===== src/rtl/reg_bus_arbiter.sv =====
// reg_bus_arbiter: round-robin sharing of one register-bus slave among NUM_REQ requesters
module reg_bus_arbiter #(
  parameter int NUM_REQ        = 2,
  parameter int TIMEOUT_CYCLES = 16
) (
  input  logic                  axi_clk,
  input  logic                  axi_rst,
  input  logic [NUM_REQ-1:0]    req_valid,
  input  logic [NUM_REQ-1:0]    req_we,
  input  logic [NUM_REQ*14-1:0] req_addr,
  input  logic [NUM_REQ*32-1:0] req_wdata,
  output logic [NUM_REQ-1:0]    req_ready,
  output logic [NUM_REQ-1:0]    rsp_valid,
  output logic [31:0]           rsp_rdata,
  output logic                  rsp_err,
  output logic                  axi_wreq,
  output logic [13:0]           axi_waddr,
  output logic [31:0]           axi_wdata,
  input  logic                  axi_wack,
  input  logic                  axi_werr,
  output logic                  axi_rreq,
  output logic [13:0]           axi_raddr,
  input  logic [31:0]           axi_rdata,
  input  logic                  axi_rack,
  input  logic                  axi_rerr
);
  localparam int IW = (NUM_REQ > 1) ? $clog2(NUM_REQ) : 1;
  localparam int CW = $clog2(TIMEOUT_CYCLES);
  localparam logic [1:0] IDLE = 2'd0, ISSUE = 2'd1, WAIT = 2'd2, RESP = 2'd3;
  logic [1:0]         state;
  logic [IW-1:0]      rr_ptr, gnt, gnt_nxt, idx;
  logic [NUM_REQ-1:0] gnt_oh, nxt_oh;
  logic [CW-1:0]      cnt;
  logic               lat_we, nxt_we, ack, err;
  logic [13:0]        nxt_addr;
  // Walk downward so the requester closest to rr_ptr is the last (winning) assignment
  always_comb begin
    gnt_nxt = '0;
    idx = '0;
    for (int k = NUM_REQ - 1; k >= 0; k--) begin
      idx = IW'((int'(rr_ptr) + k) % NUM_REQ);
      if (req_valid[idx]) gnt_nxt = idx;
    end
  end
  assign nxt_oh   = NUM_REQ'(1) << gnt_nxt;
  assign gnt_oh   = NUM_REQ'(1) << gnt;
  assign nxt_we   = req_we[gnt_nxt];
  assign nxt_addr = req_addr[gnt_nxt*14 +: 14];
  assign ack      = lat_we ? axi_wack : axi_rack;
  assign err      = lat_we ? axi_werr : axi_rerr;
  // Slave-side outputs are loaded on the IDLE edge so they are already registered in ISSUE
  always_ff @(posedge axi_clk) begin
    if (axi_rst) begin
      state     <= IDLE;
      rr_ptr    <= '0;
      gnt       <= '0;
      lat_we    <= 1'b0;
      cnt       <= '0;
      req_ready <= '0;
      rsp_valid <= '0;
      rsp_rdata <= '0;
      rsp_err   <= 1'b0;
      axi_wreq  <= 1'b0;
      axi_waddr <= '0;
      axi_wdata <= '0;
      axi_rreq  <= 1'b0;
      axi_raddr <= '0;
    end else begin
      req_ready <= '0;
      rsp_valid <= '0;
      axi_wreq  <= 1'b0;
      axi_rreq  <= 1'b0;
      if (state == IDLE && |req_valid) begin
        gnt       <= gnt_nxt;
        lat_we    <= nxt_we;
        req_ready <= nxt_oh;
        axi_wreq  <= nxt_we;
        axi_rreq  <= !nxt_we;
        if (nxt_we) begin
          axi_waddr <= nxt_addr;
          axi_wdata <= req_wdata[gnt_nxt*32 +: 32];
        end else
          axi_raddr <= nxt_addr;
        state <= ISSUE;
      end else if (state == ISSUE) begin
        rr_ptr <= IW'((int'(gnt) + 1) % NUM_REQ);
        cnt    <= '0;
        state  <= WAIT;
      end else if (state == WAIT) begin
        if (ack || cnt == CW'(TIMEOUT_CYCLES - 1)) begin
          rsp_valid <= gnt_oh;
          rsp_err   <= ack ? err : 1'b1;
          rsp_rdata <= (ack && !lat_we && !err) ? axi_rdata : 32'd0;
          state     <= RESP;
        end else
          cnt <= cnt + 1'b1;
      end else if (state == RESP)
        state <= IDLE;
    end
  end
endmodule


===== config.mk =====
export PLATFORM = sky130hd
export DESIGN_NAME = reg_bus_arbiter
export DESIGN_NICKNAME = d
export VERILOG_FILES = /design/src/rtl/reg_bus_arbiter.sv
export SDC_FILE = /design/constraint.sdc
export NUM_CORES = 1
export LEC_CHECK = 0
export CAP_MARGIN = 20
export CORE_MARGIN = 1.5
export CORE_UTILIZATION = 40
export CTS_CLUSTER_DIAMETER = 40
export DETAILED_ROUTE_END_ITERATION = 8
export PLACE_DENSITY = 0.8
export REMOVE_ABC_BUFFERS = 1
export SLEW_MARGIN = 10
export SYNTH_ARGS = -nofsm -noshare
export SYNTH_HDL_FRONTEND = slang
export SYNTH_SLANG_ARGS = --single-unit
export TNS_END_PERCENT = 10

===== constraint.sdc =====
create_clock -name axi_clk -period 1.9 [get_ports axi_clk]
set_input_delay 0.38 -clock axi_clk [delete_from_list [all_inputs] [get_ports axi_clk]]
set_output_delay 0.38 -clock axi_clk [all_outputs]
set_load 0.1 [all_outputs]

## Yosys cells after proc, flatten, opt, wreduce, memory -nomap -nowiden

Index checks and enable logic that the tools add are counted.

- Input bits: 134
- Register bits after elaboration: 108
- Output and inout port bits: 99

- Shift operators: 4
- Reductions and logical operators: 22
- Magnitude comparators: 3
- Muxes and demuxes: 20
- $mul: 1
- Eq/ne operators: 7
- Bitwise logic cells: 5
- $add $sub $neg: 3

Operators by type and width:

| operator | count |
|---|---|
| indexed part select 64 x 7 -> 32 bit | 1 |
| two-way mux 32 bit | 1 |
| indexed part select 28 x 6 -> 14 bit | 1 |
| two-way mux 1 bit | 12 |
| two-way mux 4 bit | 3 |
| AND reduction 2 bit | 5 |
| two-way mux 2 bit | 4 |
| < comparator 1 x 2 -> 1 bit (second input constant) | 3 |
| OR reduction 2 bit | 3 |
| NOT 1 bit | 5 |
| OR reduction 5 bit | 1 |
| adder 4 x 1 -> 4 bit (second input constant) | 1 |
| == test 2 bit (second input constant) | 2 |
| == test 4 bit (second input constant) | 1 |
| multiplier 1 x 3 -> 4 bit (second input constant) | 1 |
| != test 4 x 3 -> 1 bit (second input constant) | 1 |
| AND reduction 4 bit | 1 |
| nonzero test 4 bit | 1 |
| << shifter 1 x 1 -> 2 bit (first input constant) | 2 |
| logical AND 1 bit | 3 |
| logical NOT 1 bit | 3 |
| != test 3 x 2 -> 1 bit (second input constant) | 1 |
| AND reduction 3 bit | 1 |
| nonzero test 3 bit | 1 |
| other kinds (6) | 7 |

## Longest topological paths before layout

- Depth in word-level cells: 9
- Gate-level depth with buffers: 8
- Gate-level depth less buffers: 6

## Worst setup path after synthesis

OpenSTA, ideal clock, no wires.

- Path kind: register to register
- Start: reg state[0]
- End: reg rsp_rdata[13]
- Slack: 0.218 ns
- Arrival time: 1.613 ns
- Cell stages (with the launch flop): 9
- Required time: 1.831 ns
- Path through: dfxtp_1 inv_1 ha_1 o21a_1 a2111oi_4 buf_6 buf_6 nand3_1 o21ai_1

- Cells in the longest elaborated chain, start to end: 4
- Elaborated cells between the ends (all ways): 7
- Those cells by class: 2 x eq/ne; 2 x bitwise; 3 x reduce/logical

Ends and longest elaborated chain:

| what | line | RTL |
|---|---|---|
| start, declared | 30 | `logic [1:0] state;` |
| start signal, assigned | 54 | `state <= IDLE;` |
| start signal, assigned | 84 | `state <= ISSUE;` |
| start signal, assigned | 88 | `state <= WAIT;` |
| logical NOT 2 bit | 73 | `if (state == IDLE && \|req_valid) begin` |
| logical AND 1 bit | 73 |  |
| NOT 1 bit (no source line) | -- |  |
| AND reduction 4 bit (no source line) (*) | -- |  |
| end signal, assigned | 93 | `rsp_rdata <= (ack && !lat_we && !err) ? axi_rdata : 32'd0;` |
| end, declared | 14 | `output logic [31:0] rsp_rdata,` |

Mark *: on every way between the ends. The rest lies on a longest branch, timed or not.
A chain may end at the register's enable or synchronous reset.

## Worst setup path in the final report

- Start: in req_valid[1]
- End: reg axi_wdata[26]

- Cells in the longest elaborated chain, start to end: 7
- Elaborated cells between the ends (all ways): 12
- Those cells by class: 1 x shift; 8 x mux; 3 x reduce/logical

Ends and longest elaborated chain:

| what | line | RTL |
|---|---|---|
| start, declared | 8 | `input logic [NUM_REQ-1:0] req_valid,` |
| branches (longest 7 deep; another with indexed part select 64 x 7 -> 32 bit) | -- |  |
| end signal, assigned | 81 | `axi_wdata <= req_wdata[gnt_nxt*32 +: 32];` |
| end, declared | 18 | `output logic [31:0] axi_wdata,` |

Several ways; the timed one is not identified. The select of a mux whose other input is x is not followed.

==> metrics.md <==
| Metric | Value |
|---|---|
| Element type at the critical path end | flip-flop |
| Final Hold Vio Count | 0 |
| Routed Wire Length | 14700 µm |
| Port buffer count | 232 |
| Vias in the first global route | 4795 |
| Placed wire-length estimate | 10690 µm |
| Fin crit period | 1.827 ns |
| DIE HEIGHT | 110.7 µm |
| Synth Cell Area | 4641 µm² |
| # nets final | 895 |
| Crit path launch type | primary input |
| Fraction of layout cells with a size suffix above 1 | 0.2145 |
| Rows | 39 |
| First-pass GRT wire length | 23410 µm |
| EDFF count, synth | 0 |
| Largest net degree at the start of global routing | 57 |
| Longest Clk Path Bufs | 2 |
| Placed insts | 888 |
| Worst-path clk slew | 0.07 ns |
| Core Region | 11370 µm² |
| Pleak | 2.905 nW |
| Synthesized instance count | 531 |
| Worst skew pair latency | 0.34 ns |
| All-Layer GR Usage | 0.2311 |
| Overall Power | 0.006763 W |
| Wire length per cell | 16.27 µm |
| Synthesis-stage register bit count | 108 |
| Sequential Area | 2165 µm² |
| Via count | 4961 |
| Diode count | 0 |
| DRT Pass-1 Iters | 5 |
| IO Count | 233 |
| Ys async rst share | 0 |
| Setup violators final | 0 |
| Worst hold slack | 0.3695 ns |
| Status | finished clean |
| Max Slew Vio Count | 0 |
| Initial Util | 0.4082 |
| TritonCTS clock tree | built |
| GRT Residual Overflow | 0 |
| Slew @ Worst Pin | 0.5999 ns |
| Root Driver | clkbuf_16 |
| 1st-iter DRT viols | 299 |
| Full die area | 12260 µm² |
| Die W | 110.7 µm |
| Number of fillers in the final layout | 907 |
| Final clock skew | 0.008913 ns |
| Cell Count, Final, Fillers Out | 903 |
| Max-cap violation count | 0 |
| H-tree depth | 3 |
| Layout area overhead | 58.43% |
| Post-synth cell types | 34 |
| Total CTS buffers | 9 |
| Worst-path fanout max | 36 |
| Post-CTS setup buffers | 0 |
| Routed Antenna Nets | 0 |
| Post-synthesis sequential area ratio | 0.4659 |
| YS warnings | 0 |
| Hold crit path type | primary input to flip-flop |
| Post-synthesis area per instance | 8.740 µm² |
| Placer congestion estimate | 0.8544 |
| Multi-input gate area | 2200 µm² |
| Max Freq | 547.3 MHz |
| Pwr dens | 919.9 nW/µm² |
| CP required | 2.14 ns |
| Top_reg_cell synth | dfxtp_1 |
| Clock Sinks | 108 |
| Via density per instance | 5.494 |
| RSZ-0062 raised after global routing | no |
| Fin crit share | 0.9617 |
| Initial antenna violation count | 0 |
| Max VDD drop | 0.5877 mV |
| TNS Setup | 0 ns |
| WP data arrival | 2.06 ns |
| Slew headroom | 0.6001 |
| WS Path Type | primary input to flip-flop |
| Drt drc | 0 |
[synthesized netlist by cell type (2+ instances only)]
cell | count | area share
mux2i_1 | 16 | 0.035
clkbuf_1 | 32 | 0.026
a32o_1 | 2 | 0.0043
a21oi_1 | 66 | 0.071
nand2_1 | 41 | 0.033
nor3_1 | 3 | 0.0032
inv_1 | 8 | 0.0065
a211oi_1 | 29 | 0.047
a311oi_1 | 33 | 0.062
nand2b_1 | 35 | 0.047
o21ai_1 | 18 | 0.019
ha_1 | 5 | 0.013
o21ai_0 | 17 | 0.018
clkbuf_2 | 2 | 0.0022
nor3b_1 | 2 | 0.0032
nand3_1 | 67 | 0.072
a31oi_1 | 5 | 0.0067
and2_1 | 2 | 0.0027
buf_6 | 4 | 0.0097
buf_1 | 4 | 0.0032
nand3b_1 | 3 | 0.0049
nor2_1 | 3 | 0.0024
or4_1 | 4 | 0.0065
dfxtp_1 | 108 | 0.47
buf_2 | 13 | 0.014
[layout by cell type (no fill, tap or decap), types with 16 or more instances in the layout]
cell and count:
a311oi_1 33, mux2i_1 16, a211oi_1 29, dfxtp_1 106, nand2_1 39, nand2b_1 35
o21ai_0 17, clkdlybuf4s50_1 132, o21ai_1 18, a21oi_1 66, nand3_1 67, buf_4 125
[state kept, by name, indices dropped and copies added, names as in the netlist]
register / flops
req_ready: 2
axi_waddr: 14
axi_wdata: 32
lat_we: 1
gnt: 1
cnt: 4
rsp_valid: 2
rr_ptr: 1
axi_raddr: 14
rsp_rdata: 32
rsp_err: 1
axi_rreq: 1
axi_wreq: 1
state: 2
[path summary, 6_finish.rpt]
check / start / endpoint / slack (ns) / depth (start not counted)
max: req_valid[1] / axi_wdata[26]$_SDFFE_PP0P_ / 0.07 / 6
min: axi_rst / rsp_rdata[0]$_SDFFE_PP0P_ / 0.37 / 3
max reg2reg: lat_we$_SDFFE_PP0P_ / cnt[2]$_SDFFE_PP0P_ / 0.12 / 4
min reg2reg: gnt$_SDFFE_PP0P_ / rsp_valid[0]$_SDFF_PP0_ / 0.45 / 1
[stage by stage]
stage	instance area, µm²	setup WS [ns]	utilization
final	7352	0.07280	0.6466
after global routing	7352	0.005671	0.6466
after CTS	7343	0.002436	0.6459
after detailed placement	7076	-0.2454	0.6223
after global placement	7076	-0.1927	0.6223
after floorplan	4378	-1.759	-
[where the power goes]
group | switching, W | total, W | internal, W
registers | 0.000108 | 0.00254 | 0.00244
clock network | 0.000823 | 0.00170 | 0.000879
logic | 0.00173 | 0.00252 | 0.000785
total | 0.00266 | 0.00676 | 0.00410
[cell families (layout without fill, tap and decap cells)]
family	after synthesis	after routing	share of synthesized area
AOI/OAI and AO/OA	175	175	0.2418
and+or+nand+nor	162	162	0.1782
DFF	108	108	0.4659
buffers and inverters	64	293	0.06309
muxes	17	17	0.03747
adders and majority gates	5	5	0.01348
[critical path, cell delays in order]
cell	delay, ns
clkdlybuf4s50_1	0.58
a21boi_0	0.15
a32o_2	0.28
and2_1	0.21
buf_12	0.18
a311oi_1	0.26
[what timing repair did]
action	in CTS	in global routing
gates resized for setup	0	4
hold buffers	0	0
endpoints found under the setup margin	0	55
[cell type report]
class	count	share of cell area
clock buffers	9	0.03063
inverters	8	0.004084
flip-flops and latches	108	0.2944
clock inverters	6	0.005786
multi-input cells	359	0.2992
repair buffers	270	0.3416
well taps	143	0.02434
[metal layers]
metal | vias to the layer above | GRT usage | routed length (µm)
met1 | 2289 | 0.2803 | 6252
li1 | 2378 | - | -
met4 | 0 | 0.09060 | 372
met5 | - | 0 | 0
met2 | 260 | 0.3992 | 6994
met3 | 34 | 0.05030 | 1075
(Power assumes the default switching activity.)
